===== src/rtl/lcd_text_functions_pkg.sv =====
`default_nettype none
// ---------------------------------------------------------------------------
// lcd_text_functions_pkg : shared ASCII helpers and types for the LCD text path
// Revision: 1.1 - adds case-selectable hex digit conversion and hexfmt FSM type
// ---------------------------------------------------------------------------
package lcd_text_functions_pkg;

    localparam logic [7:0] ASCII_SPACE = 8'h20;

    typedef enum logic [0:0] {
        ST_HEXFMT_IDLE = 1'b0,
        ST_HEXFMT_EMIT = 1'b1
    } t_hexfmt_state;

    function automatic logic [7:0] ascii_of_hdigit(input logic [3:0] nibble);
        logic [7:0] result;
        if (nibble < 4'd10) result = 8'h30 + {4'h0, nibble};
        else                result = 8'h37 + {4'h0, nibble};
        return result;
    endfunction

    function automatic logic [7:0] ascii_of_hdigit_case(input logic [3:0] nibble,
                                                        input logic       lowercase);
        logic [7:0] result;
        result = ascii_of_hdigit(nibble);
        if (lowercase && (nibble >= 4'd10)) result = 8'h57 + {4'h0, nibble};
        return result;
    endfunction

endpackage
`default_nettype wire


===== src/rtl/lcd_hex_string_formatter.sv =====
`default_nettype none
// ---------------------------------------------------------------------------
// lcd_hex_string_formatter : streams a binary value as ASCII hex, MS nibble first
// Revision: 1.0 - initial release
// ---------------------------------------------------------------------------
module lcd_hex_string_formatter
    import lcd_text_functions_pkg::*;
#(
    parameter int PARM_NIBBLES = 8
) (
    input  logic                      i_clk_20mhz,
    input  logic                      i_rst_20mhz,
    input  logic                      i_start_valid,
    output logic                      o_start_ready,
    input  logic [4*PARM_NIBBLES-1:0] i_value,
    input  logic                      i_lowercase,
    input  logic                      i_blank_zeros,
    output logic                      o_char_valid,
    input  logic                      i_char_ready,
    output logic [7:0]                o_char,
    output logic                      o_char_last
);

    localparam int VALUE_W = 4 * PARM_NIBBLES;
    localparam int IDX_W   = (PARM_NIBBLES > 1) ? $clog2(PARM_NIBBLES) : 1;
    localparam logic [IDX_W-1:0] IDX_FIRST = IDX_W'(PARM_NIBBLES - 1);

    t_hexfmt_state        state_q, state_d;
    logic [VALUE_W-1:0]   shreg_q, shreg_d;
    logic [IDX_W-1:0]     idx_q, idx_d;
    logic                 lower_q, lower_d;
    logic                 blank_q, blank_d;
    logic                 seen_q, seen_d;
    logic                 start_ready_q, start_ready_d;
    logic                 char_valid_q, char_valid_d;
    logic [7:0]           char_q, char_d;
    logic                 char_last_q, char_last_d;

    logic                 w_accept;
    logic                 w_advance;
    logic [3:0]           w_next_nib;

    assign w_accept  = i_start_valid && start_ready_q;
    assign w_advance = char_valid_q && i_char_ready;

    always_ff @(posedge i_clk_20mhz) begin
        if (i_rst_20mhz) begin
            state_q       <= ST_HEXFMT_IDLE;
            shreg_q       <= '0;
            idx_q         <= '0;
            lower_q       <= 1'b0;
            blank_q       <= 1'b0;
            seen_q        <= 1'b0;
            start_ready_q <= 1'b0;
            char_valid_q  <= 1'b0;
            char_q        <= ASCII_SPACE;
            char_last_q   <= 1'b0;
        end else begin
            state_q       <= state_d;
            shreg_q       <= shreg_d;
            idx_q         <= idx_d;
            lower_q       <= lower_d;
            blank_q       <= blank_d;
            seen_q        <= seen_d;
            start_ready_q <= start_ready_d;
            char_valid_q  <= char_valid_d;
            char_q        <= char_d;
            char_last_q   <= char_last_d;
        end
    end

    always_comb begin
        state_d = state_q;
        case (state_q)
            ST_HEXFMT_IDLE: if (w_accept) state_d = ST_HEXFMT_EMIT;
            ST_HEXFMT_EMIT: if (w_advance && char_last_q) state_d = ST_HEXFMT_IDLE;
            default:        state_d = ST_HEXFMT_IDLE;
        endcase
    end

    // seen_q covers nibbles already emitted before the one currently on o_char
    always_comb begin
        shreg_d      = shreg_q;
        idx_d        = idx_q;
        lower_d      = lower_q;
        blank_d      = blank_q;
        seen_d       = seen_q;
        char_valid_d = char_valid_q;
        char_d       = char_q;
        char_last_d  = char_last_q;

        if (w_accept) begin
            shreg_d = i_value;
            idx_d   = IDX_FIRST;
            lower_d = i_lowercase;
            blank_d = i_blank_zeros;
            seen_d  = 1'b0;
        end else if (w_advance && !char_last_q) begin
            shreg_d = shreg_q << 4;
            idx_d   = idx_q - 1'b1;
            seen_d  = seen_q || (shreg_q[VALUE_W-1 -: 4] != 4'h0);
        end

        w_next_nib = shreg_d[VALUE_W-1 -: 4];

        if (w_accept || (w_advance && !char_last_q)) begin
            char_valid_d = 1'b1;
            char_last_d  = (idx_d == '0);
            if (blank_d && !seen_d && (w_next_nib == 4'h0) && (idx_d != '0))
                char_d = ASCII_SPACE;
            else
                char_d = ascii_of_hdigit_case(w_next_nib, lower_d);
        end else if (w_advance) begin
            char_valid_d = 1'b0;
            char_last_d  = 1'b0;
        end

        start_ready_d = (state_d == ST_HEXFMT_IDLE);
    end

    assign o_start_ready = start_ready_q;
    assign o_char_valid  = char_valid_q;
    assign o_char        = char_q;
    assign o_char_last   = char_last_q;

endmodule
`default_nettype wire


===== config.mk =====
export PLATFORM = sky130hd
export DESIGN_NAME = lcd_hex_string_formatter
export DESIGN_NICKNAME = d
export VERILOG_FILES = /design/src/rtl/lcd_text_functions_pkg.sv /design/src/rtl/lcd_hex_string_formatter.sv
export SDC_FILE = /design/constraint.sdc
export NUM_CORES = 1
export LEC_CHECK = 0
export BUFFER_PORTS_ARGS = -buffer_cell sky130_fd_sc_hd__buf_2
export CELL_PAD_IN_SITES_DETAIL_PLACEMENT = 1
export CELL_PAD_IN_SITES_GLOBAL_PLACEMENT = 1
export CORE_UTILIZATION = 40
export CTS_BUF_LIST = sky130_fd_sc_hd__clkbuf_2
export DETAILED_ROUTE_END_ITERATION = 10
export GPL_TIMING_DRIVEN = 0
export HOLD_SLACK_MARGIN = 0.02
export PLACE_DENSITY = 0.78
export SYNTH_ARGS = -nofsm -noshare
export SYNTH_HDL_FRONTEND = slang
export SYNTH_SLANG_ARGS = --single-unit

===== constraint.sdc =====
create_clock -name i_clk_20mhz -period 2.84 [get_ports i_clk_20mhz]
set_input_delay 0.284 -clock i_clk_20mhz [delete_from_list [all_inputs] [get_ports i_clk_20mhz]]
set_output_delay 0.284 -clock i_clk_20mhz [all_outputs]
set_load 0.02 [all_outputs]

# == Yosys cells after proc, flatten, opt, wreduce, memory -nomap -nowiden ==
# Cells that the tools add are included.
# classes
add_sub_neg,4
multipliers,0
div,0
order_cmp,2
eq_ne,0
n_shift,0
mux,17
bitwise,2
reduce_logical,18
# ops
cell,n
$mux W32,2
$mux W8,2
$add A6 B4 Y7 const A,2
$mux W1,9
$add A7 B4 Y8 const A,1
$logic_and A1 B1 Y1,8
$mux W7,1
$mux W3,2
$ge A4 B4 Y1 const B,1
$logic_not A4 Y1,1
$lt A4 B4 Y1 const B,1
$reduce_bool A2 Y1,2
$reduce_bool A4 Y1,1
$logic_not A3 Y1,1
$reduce_bool A3 Y1,1
$sub A3 B1 Y3 const B,1
$logic_not A1 Y1,2
$logic_or A1 B1 Y1,2
$not A1 Y1,2
$pmux W1 S2,1
# totals
ff_bits,50
latch_bits,0
ram_bits,0
romBits,0
in_bits,38
out_inout_bits,11
wordCells,54
n_memories,0

# == Depth between registers and ports, before layout ==
# depth
ltp_word,9
mapped_depth,10

# == Least setup slack after synthesis ==
# OpenSTA, ideal clock, no wires.
# synth_timing
kind,flip-flop to flip-flop
from,register start_ready_q (netlist: o_start_ready)
to,register char_q[0] (netlist: o_char[0])
setup_ps,116
arrival_ps,2076
required_ps,2724
path_slack_ps,648
path_stages_with_launch,9
period_less_slack_ps,2192
path_cell_list,dfxtp_1 -> and2_1 -> buf_2 -> clkbuf_1 -> a21oi_1 -> ha_1 -> o211ai_1 -> or4_1 -> a41o_1
# synth_between
elab_chain_len,7
# synth_lines
item,line,source
from (decl),lcd_hex_string_formatter.sv:34,"logic start_ready_q, start_ready_d;"
from (signal assigned),lcd_hex_string_formatter.sv:65,start_ready_q <= start_ready_d;
$logic_and A1 B1 Y1 (*),lcd_hex_string_formatter.sv:43,assign w_accept = i_start_valid && start_ready_q;
branches (longest 6 deep; another with $add A6 B4 Y7),n/a,
to (signal assigned),lcd_hex_string_formatter.sv:67,char_q <= char_d;
to (decl),lcd_hex_string_formatter.sv:36,"logic [7:0] char_q, char_d;"
# Every way passes the cells marked *.
# A chain may end at the register's enable or synchronous reset.

# == Worst setup path after layout ==
# Ends and elaborated chain as after synthesis.

==> impl_metrics.env <==
export IMPL_cts_repair_resized=0
export IMPL_timing_final_hold_violations=0
export IMPL_hold_buffers=0
export IMPL_port_buffers=46
export IMPL_final_core_util_pct=48.4
export IMPL_synth_xor_area_share_pct=0.828
export IMPL_clkLatencyLatePin_ns=0.42
export IMPL_drt_wl_total_um=5530
export IMPL_rsz0062_at_grt="no"
export IMPL_required_ns=3.18
export IMPL_drt_first_iter_violations=67
export IMPL_r2r_setup_slack_ns=0.35
export IMPL_grt_pass1_vias=1909
export IMPL_muxShareOfSynthArea_pct=1.48
export IMPL_cts_sinks=49
export IMPL_yosys_warnings=0
export IMPL_synth_simple_area_share_pct=25.0
export IMPL_numCtsBuffers=5
export IMPL_grt_pass1_wl_um=9050
export IMPL_r2r_start="o_start_ready"
export IMPL_htree_levels=2
export IMPL_io_pins=49
export IMPL_synthAdderAreaFrac_pct=1.18
export IMPL_grt_util_all_layers_pct=21.5
export IMPL_clkTransAtPathRegs_ns=0.23
export IMPL_drc=0
export IMPL_cts_buffer_depth=2
export IMPL_synth_ff_latch_count=49
export IMPL_power_density_nw_per_um2=525
export IMPL_cp_start_kind="flop"
export IMPL_place_inst=380
export IMPL_coreArea_um2=5110
export IMPL_syn_inst=264
export IMPL_antenna_found_initial=0
export IMPL_syn_to_final_growth_pct=16.9
export IMPL_intPower_uw=909
export IMPL_fmaxAchievable_ghz=0.402
export IMPL_p_sw_uw=388
export IMPL_wl_per_cell_um=14.2
export IMPL_p_leak_uw=0.000983
export IMPL_layout_drive_gt1_share_pct=20.1
export IMPL_critPathLaunch="o_start_ready"
export IMPL_hold_path_class="input port to flop"
export IMPL_setup_viol_count_final=0
export IMPL_fin_skew_ns=0.0121
export IMPL_ant_nets=0
export IMPL_grt_start_max_net_pins=14
export IMPL_postCtsSetupBuffers=0
export IMPL_worst_pin_slew_ns=0.590
export IMPL_drv_slew=0
export IMPL_clkPwrFrac_pct=22.0
export IMPL_firstDrtPassIters=4
export IMPL_grt_use_met1_pct=28.4
export IMPL_finalNonFillerCells=388
export IMPL_vias_per_cell=5.17
export IMPL_ir_drop_mv=0.220
export IMPL_crit_path_end="o_char[0]"
export IMPL_clock_tree_root_cell="clkbuf_2"
export IMPL_die_area_um2=5580
export IMPL_fin_crit_sh_pct=87.6
export IMPL_fin_nets=357
export IMPL_status="complete, no violations"
export IMPL_busiest_layer="met2"
export IMPL_cts_tree="done"
export IMPL_whs_ns=0.0583
export IMPL_synth_compound_area_share_pct=19.8
export IMPL_die_w_um=74.7
export IMPL_globalplace_congestion=0.840
export IMPL_overflow=0
export IMPL_hpwl_um=4110
export IMPL_period_needed_ns=2.49
export IMPL_fill_cells=690
export IMPL_max_cap_violations=0
export IMPL_grt_use_met2_pct=36.0
export IMPL_pwr_share_comb_pct=18.9
export IMPL_relSlewSlack_pct=60.5
export IMPL_synth_top_family_by_area="simple AND/OR/NAND/NOR gates"
export IMPL_critPathMaxFanout=10
export IMPL_pwr_share_seq_pct=59.1
export IMPL_num_antenna_cells=0
export IMPL_routed_via_count=2006
export IMPL_seq_area_um2=981
export IMPL_yosysSeqAreaShare_pct=46.4
export IMPL_synthDistinctLibCells=43
export IMPL_setup_tns_ns=0
export IMPL_fp_dieH_um=74.7
export IMPL_worstSetupPathType="flop to flop"
export IMPL_postSynthAreaPerCell_um2=8.01
export IMPL_initial_core_util_pct=41.4
export IMPL_end_kind="flop"
export IMPL_synth_area_um2=2110
export IMPL_row_count=26
export IMPL_synth_nets=304
export IMPL_r2r_end="o_char[0]"
export IMPL_switching_share_pct=29.9
export IMPL_rr_worst_depth=8
export IMPL_multi_input_area_um2=1030
export IMPL_cp_arrival_ns=2.83
export IMPL_use_met3_pct=3.75
how the worst min path moves through the flow:
stage               start          to  slack [ns]  cells past startpoint
3_3_place_gp    o_char[4]   o_char[4]        0.45                      2
2_1_floorplan  i_value[0]  shreg_q[0]        0.42                      2
6_report       i_value[0]  shreg_q[0]        0.06                      3
3_5_place_dp    o_char[4]   o_char[4]        0.46                      2
4_1_cts        i_value[0]  shreg_q[0]        0.04                      3
5_1_grt        i_value[2]  shreg_q[2]        0.06                      3
power by group through the flow:
stage          clock, uW  combinational (uW)  sequential, uW
3_3_place_gp           0                 240             780
4_1_cts              293                 248             767
3_5_place_dp           0                 247             781
6_report             285                 245             767
2_1_floorplan          0                 155             786
5_1_grt              319                 275             774
flip-flops by register name, indices dropped and copies added, names as in the netlist:
register	count
blank_q	1
o_char_last	1
state_q	1
lower_q	1
idx_q	3
o_char_valid	1
seen_q	1
shreg_q	32
o_char	7
o_start_ready	1
critical path: stages, from the launching register on:
cell and delay [ns]:
dfxtp_1 0.37, and2_1 0.13, buf_2 0.16, clkbuf_1 0.28, a21oi_1 0.46, ha_1 0.22, o211ai_1 0.09, or4_1 0.46
a41o_1 0.26
routing by layer:
layer / vias up / routed length (um)
met2: 40 / 2570
met5: - / 0
met1: 937 / 2660
met3: 6 / 225
li1: 1023 / -
met4: 0 / 65
kinds of logic (layout without fill, tap and decap cells):
logic type / count (synthesis) / after routing
and+or+nand+nor: 127 / 127
muxes: 3 / 3
xor gates and xnor gates: 2 / 2
AOI/OAI and AO/OA: 55 / 55
adders and majority gates: 2 / 2
DFF: 49 / 49
buffers and inverters: 25 / 79
other: 1 / 1
metrics by stage:
stage               setup WS [ns]  total power (uW)  instance area [um^2]
floorplan                   0.648               941                  2110
global placement            0.284              1020                  2430
detailed placement          0.275              1030                  2430
CTS                         0.329              1310                  2470
global route                0.189              1370                  2470
finish                      0.353              1300                  2470
final cells by class:
cell class,instances,area share (%)
repair buffers,46,9.31
inverters,4,0.607
multi-input cells,190,41.5
clock buffers,8,1.62
well taps,70,3.54
plain buffers,21,3.74
flip-flops and latches,49,39.7
synthesized netlist by cell type, drive strengths merged:
master / instances / share of area (%)
a311o: 1 / 0.47
a21o: 1 / 0.36
o211ai: 1 / 0.36
xor2: 1 / 0.41
and3: 1 / 0.30
a211oi: 1 / 0.59
nand3b: 1 / 0.36
conb: 1 / 0.18
clkbuf: 15 / 2.7
or4: 2 / 0.89
and2: 4 / 1.2
a21oi: 14 / 3.5
a311oi: 24 / 9.9
nor2: 35 / 6.2
buf: 6 / 1.7
a41o: 1 / 0.47
xnor2: 1 / 0.41
clkinv: 1 / 0.18
o32a: 1 / 0.47
a32oi: 1 / 0.41
a31oi: 2 / 0.59
o22ai: 2 / 0.59
and3b: 1 / 0.41
dfxtp: 49 / 46
a221oi: 1 / 0.71
nand4: 1 / 0.30
mux2i: 2 / 0.95
nand2b: 1 / 0.30
a31o: 1 / 0.41
o21ai: 4 / 0.95
nand3: 8 / 1.9
ha: 2 / 1.2
inv: 3 / 0.53
nor2b: 1 / 0.30
mux2: 1 / 0.53
nor3: 2 / 0.47
nand2: 70 / 12
placed cells by master, fill, tap and decap left out, types with 2 or more instances in the layout:
cell type / instances
o22ai_1: 2
clkbuf_2: 8
o21ai_1: 3
dfxtp_1: 49
a21oi_1: 13
a311oi_1: 24
inv_1: 3
clkbuf_1: 15
ha_1: 2
a31oi_1: 2
and2_1: 4
buf_1: 2
nand3_1: 8
mux2i_1: 2
buf_2: 48
nor3_1: 2
nor2_1: 35
nand2_1: 70
Power figures use the tool's default switching activity.
